--- src/rtl/branch_predictor_if.sv ---
// Branch predictor bus interface.
// Bundles the fetch-side lookup, the EX-side resolution inputs and the
// predictor outputs (prediction, mispredict/redirect, statistics counters).
//   master : pipeline side; drives if_pc and the ex_* resolution fields.
//   slave  : predictor side; drives pred_*, mispredict, redirect_pc, counters.
interface branch_predictor_if #(
  parameter int XLEN = 32
);
  logic [XLEN-1:0] if_pc;
  logic            pred_taken;
  logic [XLEN-1:0] pred_target;

  logic            ex_valid;
  logic            ex_is_branch;
  logic [XLEN-1:0] ex_pc;
  logic            ex_taken;
  logic [XLEN-1:0] ex_target;
  logic            ex_pred_taken;
  logic [XLEN-1:0] ex_pred_target;

  logic            mispredict;
  logic [XLEN-1:0] redirect_pc;
  logic [31:0]     br_count;
  logic [31:0]     mis_count;

  modport master (
    output if_pc, ex_valid, ex_is_branch, ex_pc, ex_taken, ex_target,
           ex_pred_taken, ex_pred_target,
    input  pred_taken, pred_target, mispredict, redirect_pc, br_count, mis_count
  );

  modport slave (
    input  if_pc, ex_valid, ex_is_branch, ex_pc, ex_taken, ex_target,
           ex_pred_taken, ex_pred_target,
    output pred_taken, pred_target, mispredict, redirect_pc, br_count, mis_count
  );
endinterface

--- src/rtl/branch_predictor.sv ---
// IF-stage direction/target predictor with EX-stage training.
// A direct-mapped table of {valid, tag, 2-bit counter, target} entries is
// looked up combinationally with the fetch PC; the EX stage reports the
// resolved outcome, which trains the table, raises mispredict and supplies
// the corrected next PC.
// Ports:
//   clk   : clock, all state changes on the rising edge
//   reset : synchronous, active-high; clears table and counters
//   bp    : branch_predictor_if.slave (lookup, resolve, redirect, counters)
module branch_predictor #(
  parameter int XLEN     = 32,
  parameter int IDX_BITS = 6,
  parameter int TAG_BITS = 8
) (
  input logic              clk,
  input logic              reset,
  branch_predictor_if.slave bp
);
  localparam int ENTRIES = 1 << IDX_BITS;
  localparam int TAG_LO  = IDX_BITS + 2;
  localparam int TAG_HI  = IDX_BITS + TAG_BITS + 1;

  logic                valid_tab [ENTRIES];
  logic [TAG_BITS-1:0] tag_tab   [ENTRIES];
  logic [1:0]          ctr_tab   [ENTRIES];
  logic [XLEN-1:0]     tgt_tab   [ENTRIES];

  logic [31:0] br_cnt;
  logic [31:0] mis_cnt;

  logic [IDX_BITS-1:0] if_idx;
  logic [TAG_BITS-1:0] if_tag;
  logic [IDX_BITS-1:0] ex_idx;
  logic [TAG_BITS-1:0] ex_tag;
  logic                lookup_hit;
  logic                pred_taken;
  logic                upd;
  logic                train_hit;
  logic                dir_wrong;
  logic                tgt_wrong;
  logic                mispredict;

  assign if_idx = bp.if_pc[IDX_BITS+1:2];
  assign if_tag = bp.if_pc[TAG_HI:TAG_LO];
  assign ex_idx = bp.ex_pc[IDX_BITS+1:2];
  assign ex_tag = bp.ex_pc[TAG_HI:TAG_LO];

  // Lookup reads the registered table only, so a same-cycle update to the
  // same entry is seen by fetch one cycle later.
  assign lookup_hit     = valid_tab[if_idx] && (tag_tab[if_idx] == if_tag);
  assign pred_taken     = !reset && lookup_hit && ctr_tab[if_idx][1];
  assign bp.pred_taken  = pred_taken;
  assign bp.pred_target = pred_taken ? tgt_tab[if_idx] : bp.if_pc + XLEN'(4);

  // Only live conditional branches resolve; reset suppresses both training
  // and redirects.
  assign upd       = !reset && bp.ex_valid && bp.ex_is_branch;
  assign dir_wrong = bp.ex_taken != bp.ex_pred_taken;
  assign tgt_wrong = bp.ex_taken && bp.ex_pred_taken &&
                     (bp.ex_target != bp.ex_pred_target);
  assign mispredict     = upd && (dir_wrong || tgt_wrong);
  assign bp.mispredict  = mispredict;
  assign bp.redirect_pc = bp.ex_taken ? bp.ex_target : bp.ex_pc + XLEN'(4);

  assign train_hit = valid_tab[ex_idx] && (tag_tab[ex_idx] == ex_tag);

  assign bp.br_count  = br_cnt;
  assign bp.mis_count = mis_cnt;

  // Table training and statistics. A tag hit nudges the saturating counter
  // toward the outcome; a taken miss evicts whatever lived at that index and
  // starts the new branch as weakly taken. Not-taken misses leave the table
  // alone so a never-taken branch cannot evict a useful entry.
  always_ff @(posedge clk) begin
    if (reset) begin
      for (int i = 0; i < ENTRIES; i++) begin
        valid_tab[i] <= 1'b0;
        tag_tab[i]   <= '0;
        ctr_tab[i]   <= 2'b01;
        tgt_tab[i]   <= '0;
      end
      br_cnt  <= '0;
      mis_cnt <= '0;
    end else begin
      if (upd) begin
        br_cnt <= br_cnt + 32'd1;
        if (train_hit) begin
          if (bp.ex_taken) begin
            if (ctr_tab[ex_idx] != 2'b11) begin
              ctr_tab[ex_idx] <= ctr_tab[ex_idx] + 2'd1;
            end
            tgt_tab[ex_idx] <= bp.ex_target;
          end else if (ctr_tab[ex_idx] != 2'b00) begin
            ctr_tab[ex_idx] <= ctr_tab[ex_idx] - 2'd1;
          end
        end else if (bp.ex_taken) begin
          valid_tab[ex_idx] <= 1'b1;
          tag_tab[ex_idx]   <= ex_tag;
          ctr_tab[ex_idx]   <= 2'b10;
          tgt_tab[ex_idx]   <= bp.ex_target;
        end
      end
      if (mispredict) begin
        mis_cnt <= mis_cnt + 32'd1;
      end
    end
  end
endmodule

--- src/flat_wrapper.sv ---
// flat-port wrapper written by rule: the top's interface ports become plain ports
module branch_predictor_flat 
#(
  parameter int XLEN     = 32,
  parameter int IDX_BITS = 6,
  parameter int TAG_BITS = 8
)
  (clk, reset, bp_if_pc, bp_ex_valid, bp_ex_is_branch, bp_ex_pc, bp_ex_taken, bp_ex_target, bp_ex_pred_taken, bp_ex_pred_target, bp_pred_taken, bp_pred_target, bp_mispredict, bp_redirect_pc, bp_br_count, bp_mis_count);
  branch_predictor_if #(.XLEN(XLEN)) bp_i ();
  input logic clk;
  input logic reset;
  input wire logic [$bits(bp_i.if_pc)-1:0] bp_if_pc;
  input wire logic [$bits(bp_i.ex_valid)-1:0] bp_ex_valid;
  input wire logic [$bits(bp_i.ex_is_branch)-1:0] bp_ex_is_branch;
  input wire logic [$bits(bp_i.ex_pc)-1:0] bp_ex_pc;
  input wire logic [$bits(bp_i.ex_taken)-1:0] bp_ex_taken;
  input wire logic [$bits(bp_i.ex_target)-1:0] bp_ex_target;
  input wire logic [$bits(bp_i.ex_pred_taken)-1:0] bp_ex_pred_taken;
  input wire logic [$bits(bp_i.ex_pred_target)-1:0] bp_ex_pred_target;
  output wire logic [$bits(bp_i.pred_taken)-1:0] bp_pred_taken;
  output wire logic [$bits(bp_i.pred_target)-1:0] bp_pred_target;
  output wire logic [$bits(bp_i.mispredict)-1:0] bp_mispredict;
  output wire logic [$bits(bp_i.redirect_pc)-1:0] bp_redirect_pc;
  output wire logic [$bits(bp_i.br_count)-1:0] bp_br_count;
  output wire logic [$bits(bp_i.mis_count)-1:0] bp_mis_count;
  assign bp_i.if_pc = bp_if_pc;
  assign bp_i.ex_valid = bp_ex_valid;
  assign bp_i.ex_is_branch = bp_ex_is_branch;
  assign bp_i.ex_pc = bp_ex_pc;
  assign bp_i.ex_taken = bp_ex_taken;
  assign bp_i.ex_target = bp_ex_target;
  assign bp_i.ex_pred_taken = bp_ex_pred_taken;
  assign bp_i.ex_pred_target = bp_ex_pred_target;
  assign bp_pred_taken = bp_i.pred_taken;
  assign bp_pred_target = bp_i.pred_target;
  assign bp_mispredict = bp_i.mispredict;
  assign bp_redirect_pc = bp_i.redirect_pc;
  assign bp_br_count = bp_i.br_count;
  assign bp_mis_count = bp_i.mis_count;
  branch_predictor #(.XLEN(XLEN), .IDX_BITS(IDX_BITS), .TAG_BITS(TAG_BITS)) u_core (.clk(clk), .reset(reset), .bp(bp_i));
endmodule
--- config.mk ---
export PLATFORM = sky130hd
export DESIGN_NAME = branch_predictor_flat
export DESIGN_NICKNAME = d
export VERILOG_FILES = /design/src/rtl/branch_predictor_if.sv /design/src/rtl/branch_predictor.sv /design/src/flat_wrapper.sv
export SDC_FILE = /design/constraint.sdc
export NUM_CORES = 2
export LEC_CHECK = 0
export ABC_CLOCK_PERIOD_IN_PS = 8100
export CAP_MARGIN = 10
export CORE_UTILIZATION = 40
export DETAILED_ROUTE_END_ITERATION = 10
export DONT_BUFFER_PORTS = 1
export HOLD_SLACK_MARGIN = 0.15
export SLEW_MARGIN = 20
export SYNTH_ARGS = -nofsm -noshare
export SYNTH_HDL_FRONTEND = slang
export SYNTH_SLANG_ARGS = --single-unit
--- constraint.sdc ---
create_clock -name clk -period 8.1 [get_ports clk]
set_clock_uncertainty 0.1 [all_clocks]
set_input_delay 1.62 -clock clk [delete_from_list [all_inputs] [get_ports clk]]
set_output_delay 1.62 -clock clk [all_outputs]
set_load 0.01 [all_outputs]
==> results.toml <==
[sta]
relSlewSlack_pct = 22.4
layout_setup_ws_ps = 205
finalSetupViolCount = 0
fin_crit_ps = 7900
timing.fmax_ghz = 0.127
worst_slew_pin_slew_ps = 1160
post-route-period-util_pct = 97.5
holdWs_ps = 385
slew_violations = 0
grt_setup_unrepaired = "false"
finalHoldViolations = 0

[pwr]
vdd_drop_max_uv = 153
cellLeakagePower_nw = 52.3
p_total_w = 0.0333
power_per_cell_area_nw_per_um2 = 221

[placed_design]
dpl-instance-area_sq_um = 141000
io_buffers = 0
dp_hpwl_um = 269000
pre_cts_ws_ps = -15.6
globalplace.congestion = 0.884

[clocking]
htreeDepth = 5
clk_latency_ps = 940
clockRootBuffer = "clkbuf_16"
cts-buffers-inserted = 308
hold_buffers = 0
post_cts_buffers = 0
clock_path_buffers = 4
cts_tree = "built"
cts.reportedPaths.clkPinSlew_ps = 60
clock_sinks = 2816

[detailed_routing]
first_pass_iters = 7
drc = 0
viasPerCell = 6.26
avgRoutedWirePerCell_um = 35.2
totalWireLength_um = 472000
vias = 83800
drt_iter0_drc = 12600
ant_nets = 0

[hold_path]
hold_depth = 1
hold_class = "reg2reg"

[global_route]
grt_max_degree = 655
antenna_found_initial = 44
grt_pass1_wl_um = 650000
grt_pass1_vias = 82000
overflow = 0
grt_use_total_pct = 27.1

[logic_synthesis]
synth.yosys.seq_area_share_pct = 61.4
synth_edf_count = 2688
synth_flop_cell = "edfxtp_1"
syn_area_sq_um = 136000
yosysWarnings = 0
synthCells = 9077
yosysTopAreaCell = "edfxtp_1"
ys_top_cells_by_area = "edfxtp_1, mux4_2, and2_1, and3_1, clkbuf_1"
synth_cell_types = 68
ys_ff_latch = 2816
synth_fp_nets = 9216
yosysTopAreaCellShare_pct = 59.5
synth-async-reset-ratio_pct = 0
syn_avg_cell_area_sq_um = 14.9

[finish]
ff_latch_area_sq_um = 83300
fin_area_sq_um = 151000
drive_gt1_share_pct = 21.2
nFillCells = 29000
nNetsFinal = 8729
syn2layout_area_growth_pct = 11.1
fin_util_pct = 44.7
multi_input_area_sq_um = 49500

[setup_path]
path_max_fanout = 72
path_buf_inv = 3
slowest_delay_ps = 590
r2r_slack_ps = 2870
setup.worst_path.end_class = "output port"
crit_required_ps = 6380
cp_data_arrival_time_ps = 6180
critical_path.cell_chain = "buf_16 > buf_16 > mux4_2 > mux4_2 > a22oi_1 > nand2_1 > xor2_1 > nor4_1 > nand3_1 > nor3_4 > buf_12 > mux2_2"
cp_top_family = "multiplexers"
crit_type = "in2out"
cpMaxStageDelayCell = "mux4_2"
cp-start-kind = "input port"
reg2regPathDepth = 11
path_depth = 12

[floorplan]
start_util_pct = 40.2
io_pins = 264
dieWidth_um = 584
fp.dieH_um = 584
die-area_sq_um = 341000
row_count = 213
core_area_sq_um = 337000

[flow_run]
maxCapViolCount = 0

[run_status]
outcome = "completed"
area by class of cell:
class                   count  share of cell area (%)
flip-flops and latches   2816                    55.2
multi-input cells        5217                    32.8
clock buffers             390                    5.50
well taps                4515                    3.75
repair buffers            222                    1.60
clock inverters           163                   0.936
inverters                  25                  0.0672
diodes                     34                  0.0564
logic make-up (layout without fill, tap and decap cells):
group | after synthesis | after routing | synth area share (%)
buffers and inverters | 1044 | 800 | 3.05
flip-flops | 2816 | 2816 | 61.4
adder cells (fa/ha/maj) | 5 | 5 | 0.0461
XOR/XNOR | 149 | 149 | 0.962
AND/OR/NAND/NOR | 3518 | 3518 | 15.3
multiplexers | 1098 | 1098 | 17.0
other | 0 | 34 | 0
AO/OA/AOI/OAI | 447 | 447 | 2.27
what timing repair did:
action,in CTS,in global routing
resized for setup,0,1
cloned,1,0
setup endpoints to repair,30,30
cell usage after synthesis (10+ instances only):
library cell / n
nor2_1: 204
a21o_1: 64
or2_2: 67
nor3_1: 178
nand4_1: 36
mux2i_1: 90
xor2_1: 87
inv_1: 22
o22ai_1: 14
or3_1: 24
nor2b_1: 10
clkbuf_1: 849
a22oi_1: 63
nor4_1: 19
o21ai_0: 153
buf_1: 84
a41o_1: 11
and3_1: 569
and2_1: 2024
a21oi_1: 22
mux4_2: 964
a22o_1: 10
mux2_2: 44
dfxtp_1: 128
nand3_1: 118
nand2_1: 217
edfxtp_1: 2688
a31o_1: 55
buf_2: 55
buf_4: 23
xnor2_1: 62
final timing paths:
check	end	start
worst max-delay path	bp_pred_target[8]	bp_if_pc[2]
worst min-delay path	u_core.valid_tab[36]$_DFF_P_	u_core.valid_tab[36]$_DFF_P_
worst max register to register	u_core.tag_tab[58][1]$_SDFFCE_PN0P_	u_core.tag_tab[19][0]$_SDFFCE_PN0P_
worst min register to register	u_core.valid_tab[36]$_DFF_P_	u_core.valid_tab[36]$_DFF_P_
power by group:
group | leakage [nW] | switching [W] | internal [W]
logic | 20.9 | 0.00148 | 0.00108
clock network | 4.73 | 0.00598 | 0.00794
registers | 26.6 | 0.000247 | 0.0166
total | 52.3 | 0.00771 | 0.0256
registers in the layout (all words and copies together) (netlist names):
signal / count
u_core.tgt_tab: 2048
u_core.valid_tab: 64
u_core.tag_tab: 512
u_core.ctr_tab: 128
u_core.bp.mis_count: 32
u_core.bp.br_count: 32
routing by layer:
layer	GRT usage (%)	wire length (um)	part of all wire, %
met1	35.1	172000	37
met2	43.3	222000	47
met3	6.29	52800	11
met4	12.9	24700	5.2
met5	0	122	0.026
stage by stage:
| stage | std cells | setup TNS, ps |
|---|---|---|
| 2_1_floorplan | 9077 | 0 |
| 4_1_cts | 13300 | 0 |
| 5_1_grt | 13400 | 0 |
| 6_report | 13400 | 0 |
| 3_3_place_gp | 12800 | -2880 |
| 3_5_place_dp | 12800 | -231 |
cell usage in the layout (no fill, tap or decap), types with 44 or more instances in the layout:
cell	count
edfxtp_1	2688
and2_1	2024
mux4_2	964
and3_1	569
clkbuf_16	319
nand2_1	209
nor3_1	174
buf_4	171
nor2_1	140
dfxtp_1	128
nand3_1	117
o21ai_0	90
mux2i_1	90
xor2_1	87
clkinv_1	75
clkbuf_1	67
or2_2	66
a21o_1	64
a22oi_1	63
nor2_4	63
o21ai_4	63
xnor2_1	62
a31o_1	55
mux2_2	44
Note: power is estimated with default switching activity, not from simulation.
